--- config.mk ---
export PLATFORM = sky130hd
export DESIGN_NAME = shift_seq_reg
export DESIGN_NICKNAME = d
export VERILOG_FILES = /design/src/rtl/shift_seq_reg_pkg.sv /design/src/rtl/shift_seq_reg_step.sv /design/src/rtl/shift_seq_reg.sv
export SDC_FILE = /design/constraint.sdc
export NUM_CORES = 1
export LEC_CHECK = 0
export ABC_AREA = 1
export CORE_MARGIN = 3
export CORE_UTILIZATION = 23
export CTS_CLUSTER_SIZE = 24
export DETAILED_ROUTE_END_ITERATION = 16
export PLACE_DENSITY = 0.54
export SYNTH_ARGS = -nofsm -noshare
export SYNTH_HDL_FRONTEND = slang
export SYNTH_SLANG_ARGS = --single-unit
--- constraint.sdc ---
create_clock -name clk -period 1.33 [get_ports clk]
set_input_delay 0.1995 -clock clk [delete_from_list [all_inputs] [get_ports clk]]
set_output_delay 0.1995 -clock clk [all_outputs]
set_load 0.02 [all_outputs]
--- src/rtl/shift_seq_reg_pkg.sv ---
// Shared types for the sequenced universal shift register: command opcodes
// and controller states.
package shift_pkg;

    typedef enum logic [2:0] {
        OP_HOLD = 3'd0,
        OP_LOAD = 3'd1,
        OP_SHL  = 3'd2,
        OP_SHR  = 3'd3,
        OP_SAR  = 3'd4,
        OP_ROL  = 3'd5,
        OP_ROR  = 3'd6,
        OP_RSVD = 3'd7
    } op_t;

    typedef enum logic [1:0] {
        IDLE = 2'd0,
        RUN  = 2'd1,
        DONE = 2'd2
    } state_t;

    // True for opcodes that take amt single-bit steps through the RUN state.
    function automatic logic isStepOp(input op_t o);
        logic r;
        case (o)
            OP_SHL, OP_SHR, OP_SAR, OP_ROL, OP_ROR: r = 1'b1;
            default:                                 r = 1'b0;
        endcase
        return r;
    endfunction

endpackage

--- src/rtl/shift_seq_reg_step.sv ---
// One single-bit shift/rotate step: combinational next word and the bit
// that leaves the register.
module shift_step
    import shift_pkg::*;
#(
    parameter int WIDTH = 8
) (
    input  logic [WIDTH-1:0] q,
    input  op_t              op,
    input  logic             sin,
    output logic [WIDTH-1:0] next_q,
    output logic             out_bit
);

    always_comb begin
        next_q  = q;
        out_bit = 1'b0;
        case (op)
            OP_SHL: begin
                next_q  = {q[WIDTH-2:0], sin};
                out_bit = q[WIDTH-1];
            end
            OP_SHR: begin
                next_q  = {sin, q[WIDTH-1:1]};
                out_bit = q[0];
            end
            OP_SAR: begin
                next_q  = {q[WIDTH-1], q[WIDTH-1:1]};
                out_bit = q[0];
            end
            OP_ROL: begin
                next_q  = {q[WIDTH-2:0], q[WIDTH-1]};
                out_bit = q[WIDTH-1];
            end
            OP_ROR: begin
                next_q  = {q[0], q[WIDTH-1:1]};
                out_bit = q[0];
            end
            default: begin
                next_q  = q;
                out_bit = 1'b0;
            end
        endcase
    end

endmodule

--- src/rtl/shift_seq_reg.sv ---
// Sequenced universal shift register: accepts one command in IDLE, runs
// multi-step shifts one bit per clock, and pulses done when finished.
module shift_seq_reg
    import shift_pkg::*;
#(
    parameter int WIDTH = 8,
    parameter int CNT_W = $clog2(WIDTH + 1)
) (
    input  logic             clk,
    input  logic             nrst,
    input  logic [WIDTH-1:0] d,
    input  op_t              op,
    input  logic [CNT_W-1:0] amt,
    input  logic             start,
    input  logic             sin,
    output logic [WIDTH-1:0] q,
    output logic             sout,
    output logic             busy,
    output logic             done
);

    state_t           state_q, state_d;
    op_t              op_q, op_d;
    logic [CNT_W-1:0] cnt_q, cnt_d;
    logic [WIDTH-1:0] word_q, word_d;
    logic             sout_q, sout_d;

    logic [WIDTH-1:0] stepWord;
    logic             stepBit;

    // The step unit always works on the latched opcode, so op changes on the
    // port during RUN cannot disturb a command in flight.
    shift_step #(
        .WIDTH (WIDTH)
    ) u_step (
        .q       (word_q),
        .op      (op_q),
        .sin     (sin),
        .next_q  (stepWord),
        .out_bit (stepBit)
    );

    always_ff @(posedge clk) begin
        if (!nrst) begin
            state_q <= IDLE;
            op_q    <= OP_HOLD;
            cnt_q   <= '0;
            word_q  <= '0;
            sout_q  <= 1'b0;
        end else begin
            state_q <= state_d;
            op_q    <= op_d;
            cnt_q   <= cnt_d;
            word_q  <= word_d;
            sout_q  <= sout_d;
        end
    end

    always_comb begin
        state_d = state_q;
        op_d    = op_q;
        cnt_d   = cnt_q;
        word_d  = word_q;
        sout_d  = sout_q;
        case (state_q)
            IDLE: begin
                if (start) begin
                    if (op == OP_LOAD) begin
                        word_d  = d;
                        state_d = DONE;
                    end else if (isStepOp(op) && (amt != '0)) begin
                        op_d    = op;
                        cnt_d   = amt;
                        state_d = RUN;
                    end else begin
                        state_d = DONE;
                    end
                end
            end
            RUN: begin
                word_d = stepWord;
                sout_d = stepBit;
                cnt_d  = cnt_q - CNT_W'(1);
                if (cnt_q == CNT_W'(1)) begin
                    state_d = DONE;
                end
            end
            DONE: begin
                state_d = IDLE;
            end
            default: begin
                state_d = IDLE;
            end
        endcase
    end

    assign q    = word_q;
    assign sout = sout_q;
    assign busy = (state_q == RUN);
    assign done = (state_q == DONE);

endmodule
Word level (Yosys, flattened, before mapping)
Cells that the tools add are included.
W data, S select, Z words.

cells by class
  add/sub/neg operators = 1
  eq/ne operators = 22
  mux-type cells = 18
  bitwise operators = 1
  reductions and logical operators = 12

operators by type and width
  cell                   count
  $pmux W8 S5            1
  $eq A3 B3 Y1 const B   6
  $mux W8                2
  $pmux W8 S2            1
  $eq A3 B2 Y1 const B   4
  $mux W4                3
  $reduce_and A4 Y1      3
  $ne A2 B2 Y1 const B   5
  $mux W2                4
  $pmux W4 S2            1
  $ne A6 B1 Y1 const B   1
  $ne A5 B1 Y1 const B   1
  $reduce_and A5 Y1      1
  $reduce_or A5 Y1       1
  $eq A4 B1 Y1 const B   1
  $mux W1                4
  $pmux W2 S2            1
  $reduce_bool A4 Y1     1
  $sub A4 B1 Y4 const B  1
  $eq A3 B1 Y1 const B   1
  $reduce_or A3 Y1       1
  $eq A2 B1 Y1 const B   1
  $eq A2 B2 Y1 const B   1
  $logic_not A2 Y1       1
  other kinds (7)        7

storage, ports and cells
  register bits = 18
  input bits = 19
  output and inout port bits = 11
  logic and storage cells = 60

Logic depth before layout (Yosys ltp)
Gate-level depths: netlist of run 1.

  depth in word-level cells = 11
  depth in mapped cells = 8

By module
Synthesis of run 1 repeated with hierarchy kept, for this count alone.

second synthesis, totals
  cells, all modules = 216
  area, all modules = 1300.0 um2

modules (own cells, without submodules)
  module         instances  cells an instance  area an instance (um2)  seq. area each (um2)
  shift_seq_reg  1          165                1066.0                  360.3
  shift_step     1          51                 234.0                   0.0

Worst setup path before layout of run 1
Ideal clock, no wire load.

  path type = flip-flop to flip-flop
  start point = reg state_q[0]
  end point = reg word_q[0] (netlist: q[0])
  library setup time = 0.116 ns
  data arrival time = 1.087 ns
  path slack = 0.127 ns
  cell stages (with the launch flop) = 9
  path buffers = 1
  period minus slack after synthesis = 1.203 ns
  path through = dfxtp_1 inv_1 nor2_2 clkbuf_1 o21ai_0 inv_1 nand3_1 nand2_1 a21oi_1

between the ends
  cells in the longest elaborated chain, start to end = 3
  elaborated cells between the ends (all ways) = 8
  those cells by class = eq/ne (4); mux (1); reduce/logical (3)

ends and longest elaborated chain
  item                                                         line                 text
  start: declaration                                           shift_seq_reg.sv:22  state_t state_q, state_d;
  start signal: assignment                                     shift_seq_reg.sv:51  state_q <= state_d;
  $eq A2 B1 Y1 or $logic_not A2 Y1 (tied branches)             shift_seq_reg.sv:65  case (state_q)
  $ne A6 B1 Y1 (no source line), or another cell as far along  -
  $reduce_and A4 Y1 (no source line)                           -
  end signal: assignment                                       shift_seq_reg.sv:54  word_q <= word_d;
  end: declaration                                             shift_seq_reg.sv:25  logic [WIDTH-1:0] word_q, word_d;

Parallel ways exist; a longest one is shown, timed or not.
A chain may end at the register's enable or synchronous reset.

Worst setup path in the final report of run 1
  start point = reg state_q[1]
  end point = reg word_q[3] (netlist: q[3])

Same word-level chain as after synthesis.

==> results of run 1 <==
[metal layers]
metal | vias up | track usage [%] | wire, um
li1 | 701 | - | -
met1 | 568 | 14.4 | 1550
met2 | 18 | 16.8 | 1370
met3 | 2 | 2.23 | 110
met4 | 0 | 3.80 | 27
met5 | - | 0 | 0
[stage by stage]
step / hold WS, ps / worst slack [ps] / power [W] / area [um^2] / setup TNS [ps]
global route: 295 / -20.7 / 0.00193 / 1800 / -80.0
finish: 265 / 56.1 / 0.00180 / 1800 / 0
detailed placement: 489 / -299 / 0.00134 / 1700 / -3770
global placement: 488 / -264 / 0.00134 / 1700 / -3600
CTS: 501 / -5.86 / 0.00178 / 1750 / -10.3
floorplan: 338 / 127 / 0.00103 / 1150 / 0
[layout by cell type (no fill, tap or decap)]
cell type | Yosys | layout
nand2_1 | 55 | 52
buf_4 | 0 | 21
inv_1 | 23 | 19
nor2_1 | 18 | 18
clkdlybuf4s50_1 | 0 | 17
a21oi_1 | 15 | 14
dfxtp_1 | 18 | 14
nand3_1 | 13 | 12
o21ai_0 | 15 | 9
dlygate4sd2_1 | 0 | 9
inv_2 | 5 | 8
or2_2 | 6 | 6
nand3_2 | 4 | 5
o21ai_1 | 0 | 5
nand4_1 | 4 | 4
clkbuf_8 | 0 | 4
dfxtp_2 | 0 | 3
nor2_4 | 1 | 2
nand2_4 | 0 | 2
clkinvlp_4 | 0 | 2
nand2_2 | 1 | 2
ha_1 | 2 | 2
o21ai_2 | 0 | 1
a21oi_2 | 0 | 1
xor2_1 | 1 | 1
nand3b_1 | 1 | 1
o2111a_1 | 1 | 1
xnor2_1 | 1 | 1
dlymetal6s2s_1 | 0 | 1
dfxtp_4 | 0 | 1
clkdlybuf4s15_2 | 0 | 1
clkbuf_2 | 0 | 1
buf_6 | 0 | 1
buf_12 | 0 | 1
[Yosys cell counts, drive strengths merged]
library cell and count:
o21ai 15, nand4 4, nand3b 1, nand3 17
nor2 20, clkbuf 2, xnor2 1, ha 2
a21oi 15, inv 28, or2 6, o2111a 1
nand2 56, buf 1, dfxtp 18, xor2 1
[flip-flops by register name, summed over array words and instances (netlist names)]
name,cells
state_q,2
sout,1
q,8
cnt_q,4
op_q,3
[worst reg2reg max path: stages, from the launching register on]
cell	delay, ps
dfxtp_1	400
nor2_4	70
buf_6	130
buf_4	170
or2_2	270
nand2_1	70
a21oi_1	50
[what timing repair did]
| action | in CTS | in global routing |
|---|---|---|
| setup endpoints to repair | 22 | 18 |
| hold endpoints to repair | 0 | 0 |
| gates resized for setup | 17 | 25 |
| cloned | 0 | 1 |
| pin swaps | 0 | 3 |
[path summary, 6_finish.rpt]
kind | endpoint | slack [ps] | cells after the start
worst min-delay path | op_q[2] | 270 | 3
worst max register to register | q[3] | 60 | 6
worst min register to register | cnt_q[2] | 500 | 2
worst max-delay path | q[3] | 60 | 6
[logic make-up (layout without fill, tap and decap cells)]
group | Yosys count | after routing | share of synthesized area [%]
AOI/OAI and AO/OA | 31 | 31 | 14.0
xor gates and xnor gates | 2 | 2 | 1.52
adders and majority gates | 2 | 2 | 2.17
buffers and inverters | 31 | 85 | 10.2
DFF | 18 | 18 | 31.2
and+or+nand+nor | 104 | 104 | 41.0
[report_power, final]
| group | switching, W | internal (W) | total, W |
|---|---|---|---|
| logic | 0.000366 | 0.000321 | 0.000688 |
| registers | 0.0000503 | 0.000603 | 0.000653 |
| clock network | 0.000191 | 0.000263 | 0.000454 |
[layout make-up]
| type | instances | share of cell area (%) |
|---|---|---|
| repair inverters | 1 | 0.417 |
| flip-flops and latches | 18 | 20.4 |
| multi-input cells | 139 | 39.5 |
| clock buffers | 4 | 3.06 |
| repair buffers | 52 | 25.9 |
| well taps | 67 | 4.65 |
| inverters | 28 | 6.04 |
==> flow_metrics.tcl, run 1 <==
set metrics [dict create \
    gp_congestion 0.753 \
    rsz0062_at_grt "yes" \
    postCtsSetupBuffers 0 \
    end_kind "flop" \
    drtAntennaViolNets 0 \
    finalSetupViolCount 0 \
    wirelength_um 3050 \
    clockBufferDepth 2 \
    regArea_um2 368 \
    synth_area_um2 1150 \
    wl_per_cell_um 9.87 \
    drc 0 \
    path_cells "nor2_4 > buf_6 > buf_4 > or2_2 > nand2_1 > a21oi_1" \
    finish.utilization_pct 37.6 \
    hold_violations 0 \
    power_density_nw_per_um2 996 \
    ys_types 21 \
    slew-limit-headroom_pct 85.7 \
    nets 264 \
    worst_ep_required_time_ps 1480 \
    numCtsBuffers 3 \
    die_x_um 76.9 \
    drive_gt1_share_pct 25.6 \
    grtUsageTotal_pct 10.7 \
    path_delay_family "simple AND/OR/NAND/NOR gates" \
    core_um2 4790 \
    crit_type "flop to flop" \
    grt_overflow 0 \
    yosys.area.top_type_share_pct 31.2 \
    yosysWarnings 0 \
    leakage_nw 0.863 \
    synth_fp_nets 209 \
    n_antenna_cell 0 \
    initial_utilization_pct 24.1 \
    syn_to_final_growth_pct 56.0 \
    cts_hold_buf 0 \
    die_height_um 76.9 \
    worstSkewPairLatency_ps 250 \
    die_area_um2 5910 \
    synth.avg_cell_area_um2 6.14 \
    critPathLaunch "state_q[1]" \
    cts_tree "yes" \
    critPathSlowestCell "dfxtp_1" \
    max_cap_viol_count 0 \
    fin_crit_sh_pct 95.8 \
    pin_count 30 \
    clock-sinks 18 \
    grt_max_degree 16 \
    h-tree-depth 1 \
    drtPass1Iterations 4 \
    netlist_instances 188 \
    io_buffers 29 \
    fillCellCount 515 \
    cts.reportedPaths.clkPinSlew_ps 70 \
    hpwl_um 2380 \
    arrival_ps 1420 \
    cpPeakStageDelay_ps 400 \
    placed_cells 304 \
    skew_ps 4.02 \
    cp_num_buf_inv 2 \
    worstSetupStartpointType "flop" \
    cts_root_buffer "clkbuf_8" \
    ir_worst_vdd_v 0.000515 \
    fmax_mhz 785 \
    fin_cells 309 \
    multiInputGateArea_um2 712 \
    ys_ff_latch 18 \
    status "completed" \
    ys_seq_area_share_pct 31.2 \
    min_from "op[2]" \
    first_iter_violations 74 \
    grt_pass1_vias 1201 \
    rows 25 \
    worst_pin_slew_ps 216 \
    slew_viol_final 0 \
    synth.area.top_cells "dfxtp_1 31%, nand2_1 18%, inv_1 7.5%" \
    worstHoldPathType "input pin to flop" \
    synth_area_leader_cell "dfxtp_1" \
    via_per_inst 4.17 \
    vias 1289 \
    reg2reg_from "state_q[1]" \
    period_minus_slack_ps 1270 \
    grt_first_pass_wirelength_um 5280 \
    antenna_found_initial 0 \
    worstPathMaxFanout 11 \
]
Power figures use the tool's default switching activity.
==> run 2, diff against run 1 <==
Settings changed: PLACE_DENSITY 0.54 to 0.53, SYNTH_HIERARCHICAL from default to 1.
==> run 2 against run 1 <==
  * Utilization fell by 1.1 points
  * Worst setup slack improved by 28 ps
  * Final cell count grew 10%
  * Sequential power increased by 2%
  * Sequential share of layout area is 1.2 points lower
  * Largest cell class unchanged
  * Synthesized area increased by 13%
  * Count of clock-buffer cells in the layout did not move
  * Critical path depth up 3
  * First-iteration DRC count is 12% lower
  * Largest power group unchanged
==> flow_metrics.tcl, run 2 <==
set metrics [dict create \
    status "completed" \
    crit_type "flop to flop" \
    die_area_um2 6590 \
    yosys-top-cells-count "65 x nand2_1, 38 x nor2_1, 30 x nand3_1" \
    ys_seq_area_share_pct 27.7 \
    placed_cells 333 \
    leakage_nw 0.937 \
    ys.flop_type "dfxtp_1" \
    critPathSlowestCell "dfxtp_4" \
    clock-sinks 18 \
    end_kind "flop" \
    grt_first_pass_wirelength_um 5960 \
    synth_top_family_by_area "simple AND/OR/NAND/NOR gates" \
    period_minus_slack_ps 1250 \
    die_x_um 81.2 \
    first_iter_violations 65 \
    ys_types 23 \
    wl_per_cell_um 10.9 \
    yosys.area_share.simple_pct 53.0 \
    worst_pin_slew_ps 229 \
    numCtsBuffers 3 \
    synth_area_um2 1300 \
    fin_cells 340 \
    via_per_inst 4.50 \
    power_switching_share_pct 36.8 \
    grt_pass1_vias 1364 \
    ys_ff_latch 18 \
    wirelength_um 3710 \
    whs_ps 514 \
    grt_max_degree 19 \
    syn_to_final_growth_pct 48.1 \
    core_um2 5270 \
    cp_common_cell "nand2_1" \
    final_common_cell "nand2_1" \
    io_buffers 29 \
    place_area_um2 1820 \
    setup_tns_ps 0 \
    cts_hold_buf 0 \
    cts_root_buffer "clkbuf_8" \
    gp_congestion 0.776 \
    seq_power_share_pct 34.8 \
    yosys.area.top_type_share_pct 27.7 \
    reg2reg_from "op_q[2]" \
    cpPeakStageDelay_ps 370 \
    die_height_um 81.2 \
    drive_gt1_share_pct 21.1 \
    fin_crit_sh_pct 93.7 \
    grt_overflow 0 \
    synth_fp_nets 237 \
    worst_ep_required_time_ps 1500 \
    r2r_slack_ps 80 \
    worstSetupStartpointType "flop" \
    drc 0 \
    synth_edf_count 0 \
    timing.final.ws_setup_ps 84.5 \
    slew-limit-headroom_pct 84.6 \
    hold_violations 0 \
    hpwl_um 2710 \
    grtUsageTotal_pct 11.4 \
    cts.reportedPaths.clkPinSlew_ps 80 \
    ir_worst_vdd_v 0.000344 \
    vias 1530 \
    path_cells "buf_4 > nand3_2 > nand2_4 > nand2_1 > nand3_1 > nand2_1 > nand2_1 > o21ai_0 > nor2_1" \
    hold_depth 2 \
    worstPathMaxFanout 8 \
    fmax_mhz 803 \
    most-common-layout-cells "61 x nand2_1, 38 x nor2_1, 28 x nand3_1" \
    drtPass1Iterations 4 \
    arrival_ps 1410 \
    yosysWarnings 6 \
    synth-async-reset-ratio_pct 0 \
    slew_viol_final 0 \
    pwr-share-comb_pct 40.0 \
    synth.avg_cell_area_um2 6.02 \
    max_cap_viol_count 0 \
    switchingPower_w 0.000704 \
    initial_utilization_pct 24.7 \
    skew_ps 2.32 \
    holdPathEnd "sout" \
    r2r-end "q[1]" \
    rows 26 \
    power_density_nw_per_um2 993 \
    finalSetupViolCount 0 \
    antenna_found_initial 0 \
    synth_most_common_cell "nand2_1" \
    internal_power_w 0.00121 \
    n_antenna_cell 0 \
    worstHoldPathType "flop to flop" \
    synthAdderAreaFrac_pct 1.92 \
    synth_compound_area_share_pct 6.64 \
    clockBufferDepth 2 \
    pwr-share-clk_pct 25.2 \
    drtAntennaViolNets 0 \
    synth_xor_area_share_pct 0 \
    min_from "sout" \
    cts_tree "yes" \
    h-tree-depth 1 \
    pin_count 30 \
    synth.area.top_cells "dfxtp_1 28%, nand2_1 19%, nand3_1 12%" \
    synth_area_leader_cell "dfxtp_1" \
    worstSkewPairLatency_ps 260 \
    synthMuxAreaShare_pct 0 \
    r2r.worst_path.cells 9 \
    nets 292 \
    largest_register_ffs 8 \
    pre_cts_slack_ps -176 \
    netlist_instances 216 \
    final_cell_area_um2 1930 \
]
==> run 2: area by class of cell <==
class	instances	area, um^2
clock buffers	4	55.1
multi-input cells	170	836
inverters	23	93.8
well taps	70	87.6
fillers	609	3340
repair buffers	55	484
flip-flops and latches	18	369
==> run 2: power groups by stage <==
stage | combinational (W) | sequential [W] | clock, W
2_1_floorplan | 0.000419 | 0.000711 | 0
3_3_place_gp | 0.000744 | 0.000676 | 0
3_5_place_dp | 0.000747 | 0.000677 | 0
4_1_cts | 0.000729 | 0.000664 | 0.000501
5_1_grt | 0.000864 | 0.000677 | 0.000520
6_report | 0.000765 | 0.000665 | 0.000481
==> run 2: timing repair <==
item / 4_1_cts / 5_1_grt
setup endpoints to repair: 20 / 17
gates resized for setup: 16 / 22
buffers inserted: 0 / 3
pin swaps: 0 / 5
hold endpoints to repair: 0 / 0
==> run 2: worst max-delay path by stage <==
stage / start / to / slack [ps] / cells past startpoint
6_report: op_q[2] / q[1] / 80 / 9
5_1_grt: op_q[1] / q[0] / -20 / 8
4_1_cts: state_q[0] / q[0] / 9 / 8
3_5_place_dp: op[1] / op_q[1] / -180 / 8
3_3_place_gp: op[1] / op_q[2] / -150 / 8
2_1_floorplan: op_q[2] / q[7] / 110 / 9
==> run 2: worst max-delay path: cells and delay by family (launching register included) <==
family	cells	cell delay, ps
compound gates	1	150
simple gates	7	490
flops	1	370
buf+inv	1	140
==> run 2: cells by family (layout without fill, tap and decap cells) <==
logic type / count (synthesis) / after routing
AOI/OAI and AO/OA: 16 / 16
and+or+nand+nor: 152 / 152
buffers and inverters: 28 / 82
adders and majority gates: 2 / 2
DFF: 18 / 18
==> run 2: stage by stage <==
stage                     utilization, %  power, W
after global placement              34.4   0.00142
after detailed placement            34.4   0.00142
after global routing                36.5   0.00206
after CTS                           35.4   0.00189
after floorplan                        -   0.00113
final                               36.5   0.00191
==> run 2: per-layer routing <==
layer  global-route usage (%)  routed length, um  part of all wire, %
met4                     4.56                 53                  1.4
met5                        0                  0                    0
met3                     1.66                137                  3.7
met2                     17.8               1750                   47
met1                     15.7               1770                   48
==> run 3, diff against run 2 <==
Settings changed: CORE_UTILIZATION 23 to 40, CTS_CLUSTER_SIZE 24 to 25, PLACE_DENSITY 0.53 to 0.76.
==> run 3 against run 2 <==
  * Worst setup slack lost 24 ps
  * Sequential share of layout area grew 1.0 points
  * Via count shrank 2.9%
  * Utilization grew 23 points
  * Routed wire length shrank 9.2%
  * Combinational power shrank 3.0%
  * Final area shrank 4.4%
  * Die area shrank 40%
  * Clock power shrank 27%
  * Largest cell class unchanged
==> flow_metrics.tcl, run 3 (same netlist as run 2, synthesis figures left out) <==
set metrics [dict create \
    max_cap_viol_count 0 \
    drtAntennaViolNets 0 \
    via_per_inst 4.79 \
    slew_viol_final 0 \
    crit_type "flop to primary output" \
    initial_utilization_pct 42.2 \
    period_minus_slack_ps 1270 \
    slew-limit-headroom_pct 83.3 \
    io_buffers 29 \
    h-tree-depth 1 \
    regArea_um2 372 \
    first_iter_violations 97 \
    worstPathMaxFanout 5 \
    n_antenna_cell 0 \
    fmax_mhz 788 \
    grt_max_degree 20 \
    grt_overflow 0 \
    grt_first_pass_wirelength_um 5740 \
    status "completed" \
    path_cells "dlygate4sd2_1" \
    power_density_nw_per_um2 957 \
    antenna_found_initial 0 \
    worstSkewPairLatency_ps 300 \
    finish.utilization_pct 59.8 \
    worst_pin_slew_ps 250 \
    hold_violations 0 \
    skew_ps 5.74 \
    r2r_slack_ps 90 \
    hpwl_um 2390 \
    wl_per_cell_um 10.9 \
    end_kind "primary output" \
    arrival_ps 1070 \
    final_cell_area_um2 1840 \
    core_um2 3080 \
    cts.reportedPaths.clkPinSlew_ps 110 \
    pre_cts_slack_ps -159 \
    die_area_um2 3970 \
    wirelength_um 3370 \
    vias 1485 \
    clockBufferDepth 2 \
    worstSetupStartpointType "flop" \
    cts_root_buffer "clkbuf_4" \
    largest_register_ffs 8 \
    worst_ep_required_time_ps 1130 \
    worstHoldPathType "flop to flop" \
    rows 20 \
    syn_to_final_growth_pct 41.7 \
    timing.final.ws_setup_ps 60.6 \
    drc 0 \
    numCtsBuffers 3 \
    place_area_um2 1740 \
    fin_crit_sh_pct 95.4 \
    ir_worst_vdd_v 0.000694 \
    clock-sinks 18 \
    gp_congestion 0.809 \
    multiInputGateArea_um2 836 \
    grt_pass1_vias 1374 \
    most-common-layout-cells "62 x nand2_1, 37 x nor2_1, 27 x nand3_1" \
    drive_gt1_share_pct 21.4 \
    die_x_um 63.0 \
    finalSetupViolCount 0 \
    cts_tree "yes" \
    critPathSlowestCell "dfxtp_1" \
    path_delay_family "flip-flops" \
    grtUsageTotal_pct 17.3 \
    die_height_um 63.0 \
    cpPeakStageDelay_ps 410 \
    pin_count 30 \
    fillCellCount 309 \
    final_common_cell "nand2_1" \
    leakage_nw 0.903 \
    drtPass1Iterations 4 \
    cp_num_buf_inv 1 \
    nets 288 \
    whs_ps 514 \
]
-- run 3: power by group --
group          leakage (nW)  internal (W)  switching [W]
Sequential            0.151      0.000608      0.0000607
Clock                0.0210      0.000167       0.000184
Combinational         0.732      0.000321       0.000422
-- run 3: cell type report --
cell class / count / share of cell area, %
multi-input cells: 170 / 45.4
repair buffers: 51 / 24.4
flip-flops and latches: 18 / 20.2
inverters: 23 / 5.10
well taps: 44 / 2.99
clock buffers: 4 / 1.97
-- run 3: routing by layer --
layer	vias to the layer above	global-route usage (%)	wire (um)
met2	26	27.4	1590
met4	0	4.13	27
met5	-	0	0
met3	2	3.42	167
met1	661	24.0	1580
li1	796	-	-
-- run 3: stage by stage --
step                      power [W]  std cells  setup TNS, ps
after floorplan             0.00113        216              0
after global placement      0.00137        303          -1720
after detailed placement    0.00139        303          -1920
after CTS                   0.00173        307              0
after global routing        0.00190        310          -10.4
final                       0.00176        310              0
-- run 3: worst paths after layout --
kind                   end  cells past startpoint  startpoint
setup / recovery      q[2]                      1        q[2]
hold / removal    cnt_q[3]                      2    cnt_q[3]
setup reg to reg      q[7]                     10     op_q[2]
hold reg to reg   cnt_q[3]                      2    cnt_q[3]
-- run 3: repair_timing --
| action | in CTS | in global routing |
|---|---|---|
| gates resized for setup | 21 | 28 |
| hold buffers | 0 | 0 |
| buffers inserted | 0 | 3 |
| pin swaps | 0 | 3 |
| hold endpoints to repair | 0 | 0 |
| endpoints found under the setup margin | 20 | 13 |
